[src/rtl/vector_operand_loader.sv]
// Operand-fetch stage: reads two N-bit vectors word by word from a W-bit memory
// and hands the pair to the ALU over a valid/ready handshake.
module vector_operand_loader #(
  parameter int N  = 128,
  parameter int W  = 32,
  parameter int AW = 32
) (
  input  logic          clk,
  input  logic          rst_n,
  input  logic          start,
  input  logic [AW-1:0] addr_a,
  input  logic [AW-1:0] addr_b,
  output logic          busy,
  output logic          mem_req,
  output logic [AW-1:0] mem_addr,
  input  logic [W-1:0]  mem_rdata,
  input  logic          mem_rvalid,
  output logic [N-1:0]  op_a,
  output logic [N-1:0]  op_b,
  output logic          op_valid,
  input  logic          op_ready
);

  localparam int BEATS = N / W;
  localparam int BW    = (BEATS > 1) ? $clog2(BEATS) : 1;
  localparam int WB    = W / 8;

  typedef enum logic [1:0] {S_IDLE, S_REQ, S_WAIT, S_VALID} state_t;

  state_t          state_q, state_d;
  logic [BW-1:0]   beat_q, beat_d;
  logic            sel_q, sel_d;
  logic [AW-1:0]   base_a_q, base_a_d;
  logic [AW-1:0]   base_b_q, base_b_d;
  logic [N-1:0]    op_a_q, op_a_d;
  logic [N-1:0]    op_b_q, op_b_d;
  logic            last_beat;

  assign last_beat = (beat_q == BW'(BEATS - 1));

  always_ff @(posedge clk or negedge rst_n) begin
    if (!rst_n) begin
      state_q  <= S_IDLE;
      beat_q   <= '0;
      sel_q    <= 1'b0;
      base_a_q <= '0;
      base_b_q <= '0;
      op_a_q   <= '0;
      op_b_q   <= '0;
    end else begin
      state_q  <= state_d;
      beat_q   <= beat_d;
      sel_q    <= sel_d;
      base_a_q <= base_a_d;
      base_b_q <= base_b_d;
      op_a_q   <= op_a_d;
      op_b_q   <= op_b_d;
    end
  end

  // sel_q: 0 = operand A, 1 = operand B
  always_comb begin
    state_d  = state_q;
    beat_d   = beat_q;
    sel_d    = sel_q;
    base_a_d = base_a_q;
    base_b_d = base_b_q;
    op_a_d   = op_a_q;
    op_b_d   = op_b_q;
    case (state_q)
      S_IDLE: begin
        if (start) begin
          base_a_d = addr_a;
          base_b_d = addr_b;
          beat_d   = '0;
          sel_d    = 1'b0;
          state_d  = S_REQ;
        end
      end
      S_REQ: state_d = S_WAIT;
      S_WAIT: begin
        if (mem_rvalid) begin
          if (sel_q) op_b_d[W*beat_q +: W] = mem_rdata;
          else       op_a_d[W*beat_q +: W] = mem_rdata;
          if (!last_beat) begin
            beat_d  = beat_q + BW'(1);
            state_d = S_REQ;
          end else if (!sel_q) begin
            beat_d  = '0;
            sel_d   = 1'b1;
            state_d = S_REQ;
          end else begin
            state_d = S_VALID;
          end
        end
      end
      S_VALID: begin
        if (op_ready) state_d = S_IDLE;
      end
      default: state_d = S_IDLE;
    endcase
  end

  always_comb begin
    busy     = (state_q != S_IDLE);
    mem_req  = (state_q == S_REQ);
    op_valid = (state_q == S_VALID);
    mem_addr = '0;
    if (state_q == S_REQ)
      mem_addr = (sel_q ? base_b_q : base_a_q) + AW'(beat_q) * AW'(WB);
  end

  assign op_a = op_a_q;
  assign op_b = op_b_q;

endmodule

[config.mk]
export PLATFORM = sky130hd
export DESIGN_NAME = vector_operand_loader
export DESIGN_NICKNAME = d
export VERILOG_FILES = /design/src/rtl/vector_operand_loader.sv
export SDC_FILE = /design/constraint.sdc
export NUM_CORES = 1
export LEC_CHECK = 0
export ABC_AREA = 1
export BUFFER_PORTS_ARGS = -buffer_cell sky130_fd_sc_hd__buf_2
export CAP_MARGIN = 10
export CORE_UTILIZATION = 55
export CTS_BUF_LIST = sky130_fd_sc_hd__clkbuf_16
export DETAILED_ROUTE_END_ITERATION = 8
export GPL_TIMING_DRIVEN = 1
export MAX_ROUTING_LAYER = met4
export PLACE_DENSITY_LB_ADDON = 0.15
export SYNTH_ARGS = -nofsm -noshare
export SYNTH_HDL_FRONTEND = slang
export SYNTH_SLANG_ARGS = --single-unit
[constraint.sdc]
create_clock -name clk -period 5.6 [get_ports clk]
set_clock_uncertainty 0.05 [all_clocks]
set_input_delay 1.12 -clock clk [delete_from_list [all_inputs] [get_ports clk]]
set_output_delay 1.12 -clock clk [all_outputs]
set_load 0.01 [all_outputs]
# --- After elaboration in Yosys (flattened, before gate mapping) ---
# Index checks and enable logic that the tools add are counted.
totals:
  reg_bits: 325
  inputBits: 101
  out_inout_bits: 291
  word_cells: 50
op_classes:
  n_addsub: 3
  n_eq_ne: 9
  shifts: 2
  n_mux: 19
  n_bitwise: 1
  n_reduce_logical: 9
ops:
  columns: ["op", "count"]
  rows:
  - ["$bwmux W128", 2]
  - ["$shift A32 B34 Y128 const A", 1]
  - ["$shiftx A32 B34 Y128", 1]
  - ["$mux W32", 2]
  - ["$neg A7 Y34", 1]
  - ["$add A32 B4 Y32", 1]
  - ["$mux W2", 9]
  - ["$reduce_and A3 Y1", 3]
  - ["$pmux W2 S4", 1]
  - ["$reduce_and A4 Y1", 2]
  - ["$eq A2 B2 Y1 const B", 3]
  - ["$ne A2 B2 Y1 const B", 3]
  - ["$pmux W2 S2", 1]
  - ["$reduce_bool A2 Y1", 2]
  - ["$mux W1", 3]
  - ["$ne A3 B3 Y1 const B", 1]
  - ["$add A2 B1 Y2 const B", 1]
  - ["$eq A2 B1 Y1 const B", 1]
  - ["$logic_not A2 Y1", 1]
  - ["$ne A2 B1 Y1 const B", 1]
  - ["$pmux W1 S2", 1]
  - ["$reduce_and A2 Y1", 1]
  - ["$not A1 Y1", 1]

# --- Depth between registers and ports, before layout ---
logic_depth:
  word_depth: 4
  depth_mapped: 15
  mapped_depth_nobuf: 13

# --- Least setup slack after synthesis ---
# OpenSTA, ideal clock, no wires.
synth_path:
  kind: "register to output"
  from: "reg sel_q"
  to: "out mem_addr[22]"
  t_arrival_ps: 2192
  t_required_ps: 4430
  path_slack_ps: 2238
  stages_incl_launch_ff: 16
  path_buffers: 2
  path_cell_list: "dfrtp_1 > inv_2 > buf_6 > clkbuf_1 > nand2_1 > nand2_1 > ha_1 > fa_1 > nand2_1 > nor2_2 > nand2_2 > nor2_8 > nand2_1 > nand2_1 > nand2_1 > nor2_1"
synth_via:
  elab_chain_len: 3
synth_lines:
  columns: ["element", "line", "rtl"]
  rows:
  - ["start: declaration", "32", "logic sel_q, sel_d;"]
  - ["start signal: assignment", "53", "sel_q <= sel_d;"]
  - ["$mux W32", "110", "mem_addr = (sel_q ? base_b_q : base_a_q) + AW'(beat_q) * AW'(WB);"]
  - ["$add A32 B4 Y32", "110", null]
  - ["$mux W32", "109", "if (state_q == S_REQ)"]
  - ["end: declaration", "15", "output logic [AW-1:0] mem_addr,"]
# Every way passes these cells.

# --- Final worst setup path ---
layout_path:
  from: "reg sel_q"
  to: "out mem_addr[19]"
# The elaborated chain is that of the path after synthesis.

==> impl_metrics.ini <==
[run_status]
status = completed

[clock_tree]
cts_hold_buffers = 0
tritoncts = yes
clockRootBuffer = clkbuf_16
cts_sinks = 325
post_cts_buffers = 0
clk_latency_ns = 0.50
h-tree-depth = 2
clk_pin_slew_ns = 0.06
cts_buffer_depth = 3
cts_inserted_buffers = 35
post_cts_resized = 0

[synth]
synthArstFlopShare_pct = 100.0
synth_compound_area_share_pct = 2.387
yosys_warnings = 0
synth_top_cell_by_area = dfrtp_1
avgSynthCellArea_um2 = 9.371
synth_top_family_by_area = simple AND/OR/NAND/NOR gates
synth_simple_gate_area_share_pct = 22.57
netlist.area_leader.share_pct = 54.45
synth-xor-area-share_pct = 0
synth_seq_area_share_pct = 54.45
synth_top_flop_cell = dfrtp_1
yosysUniqueCellTypes = 31
synth-edff-count = 0
syn_area_um2 = 14940
synth_cells = 1594
syn_nets = 1702
synthMuxAreaShare_pct = 14.54
synthAdderAreaFrac_pct = 0.6366
synth_area_leaders = dfrtp_1 54%, nand2_1 14%, mux2_2 10%
ys_ff_latch = 325

[placement]
place_ws_ns = 1.491
gp_congestion = 0.9688
place_area_um2 = 17000
hpwlAfterDp_mm = 31.91
port_buffers = 391

[floorplanning]
rows = 59
initial_core_util_pct = 56.68
core_um2 = 26350
die_area_um2 = 27820
ioPinCount = 392
die_w_um = 166.8
die_h_um = 166.8

[layout]
fin_area_um2 = 18080
layout_commonest_cell = nand2_1
fillers = 2171
area_growth_pct = 21.08
layout-drive-gt1-share_pct = 31.41
nNetsFinal = 2066
layout_common_cells = 539 x nand2_1, 390 x buf_2, 325 x dfrtp_1

[grt]
grt_max_degree = 129
grt.total_usage_pct = 33.37
overflow = 0
antenna_found_initial = 7
grt_pass1_vias = 12370
grt_pass1_wl_mm = 69.57

[routing]
drt_wl_total_mm = 44.72
dr_total_vias = 12590
wl_per_cell_um = 19.25
drc = 0
ant_nets = 0
drtIter0Drc = 1107
viasPerCell = 5.420
drt_pass1_iterations = 6

[timing]
slew_viol_final = 0
setup_slack_ns = 0.9600
fin_crit_ns = 4.640
fin_crit_sh_pct = 82.86
fin_hold_ws_ns = 0.4135
fmax_mhz = 215.5
maxSlewHeadroom_pct = 16.91
tightest_slew_ns = 1.245
tns_ns = 0
hold_viol_final = 0
rsz0062_at_grt = no
finalSetupViolCount = 0

[setup_path]
required_ns = 4.43
crit_type = reg -> out
startpoint_type = flop
crit_arrival_ns = 3.47
worstPathMaxFanout = 47
crit_path_end_kind = output port

[power_and_ir_drop]
leakage_nw = 10.42
ir_drop_mv = 0.2292
powerDensity_nw_per_um2 = 449.6
p_total_mw = 8.131

[worst_hold_path]
hp-class = reg -> reg

[flow_run]
drv_cap = 0
[registers in the layout, indices dropped and copies added, names as in the netlist]
name / flops
op_b: 128
base_a_q: 32
base_b_q: 32
sel_q: 1
op_a: 128
beat_q: 2
state_q: 2
[final timing paths]
kind | from | endpoint | slack, ns | cells past startpoint
max | sel_q$_DFFE_PN0P_ | mem_addr[19] | 0.96 | 14
max reg2reg | sel_q$_DFFE_PN0P_ | op_b[69]$_DFFE_PN0P_ | 2.27 | 6
min in group asynchronous | rst_n | base_b_q[25]$_DFFE_PN0P_ | 0.69 | 1
min | op_b[7]$_DFFE_PN0P_ | op_b[7]$_DFFE_PN0P_ | 0.41 | 2
min reg2reg | op_b[7]$_DFFE_PN0P_ | op_b[7]$_DFFE_PN0P_ | 0.41 | 2
max in group asynchronous | rst_n | op_a[23]$_DFFE_PN0P_ | 3.57 | 2
[per-stage QoR]
| step | std cells | utilization [%] |
|---|---|---|
| 6_report | 2323 | 68.62 |
| 5_1_grt | 2322 | 68.61 |
| 4_1_cts | 2315 | 68.55 |
| 3_5_place_dp | 2256 | 64.50 |
| 3_3_place_gp | 2256 | 64.50 |
| 2_1_floorplan | 1594 | - |
[power by group]
group          leakage (nW)  total, mW  switching (mW)  internal (mW)
clock                 0.564       2.17           0.919           1.25
combinational          5.48       2.81            1.96          0.844
sequential             4.37       3.15           0.286           2.87
total                  10.4       8.13            3.17           4.96
[metal layers]
layer | GRT usage, % | part of all wire, %
met2 | 55.21 | 49
met4 | 16.63 | 5.6
met1 | 39.59 | 39
met3 | 5.608 | 6.8
met5 | - | 0
[kinds of logic after synthesis]
logic type / count (synthesis)
mux: 193
buf+inv: 172
compound gates: 70
fa+ha+maj: 7
simple gates: 827
flops: 325
[Yosys cell counts, types with 4 or more instances]
library cell	n
nor2_4	5
o21ai_1	10
clkbuf_1	35
nand2_1	539
mux2_1	60
buf_1	9
a21oi_1	13
nor3_1	23
nor2_1	179
ha_1	6
nand2_2	13
nor2_8	4
buf_2	17
buf_6	13
nor2_2	10
inv_2	6
dfrtp_1	325
o21ai_0	45
mux2_2	132
nand3_1	50
inv_1	85
[critical path: stages (launching register included)]
cell and delay [ns]:
dfrtp_1 0.32, buf_4 0.47, inv_2 0.46, nand2_1 0.15, nand2_1 0.10, ha_1 0.28, nand2_1 0.05, nand2_1 0.10
nand4_1 0.19, nor2_2 0.27, nand3_1 0.15, nand2_1 0.08, nand2_1 0.05, nor2_1 0.13, buf_2 0.15
[cell type report]
cell class	count	area, µm²	share of cell area, %
Antenna cell	8	20.02	0.1107
Clock buffer	36	900.9	4.981
Clock inverter	23	165.2	0.9132
Inverter	93	349.1	1.930
Multi-Input combinational cell	1097	6006	33.21
Sequential cell	325	8133	44.97
Tap cell	335	419.2	2.318
Timing Repair Buffer	406	2092	11.57
Power figures use the tool's default switching activity.
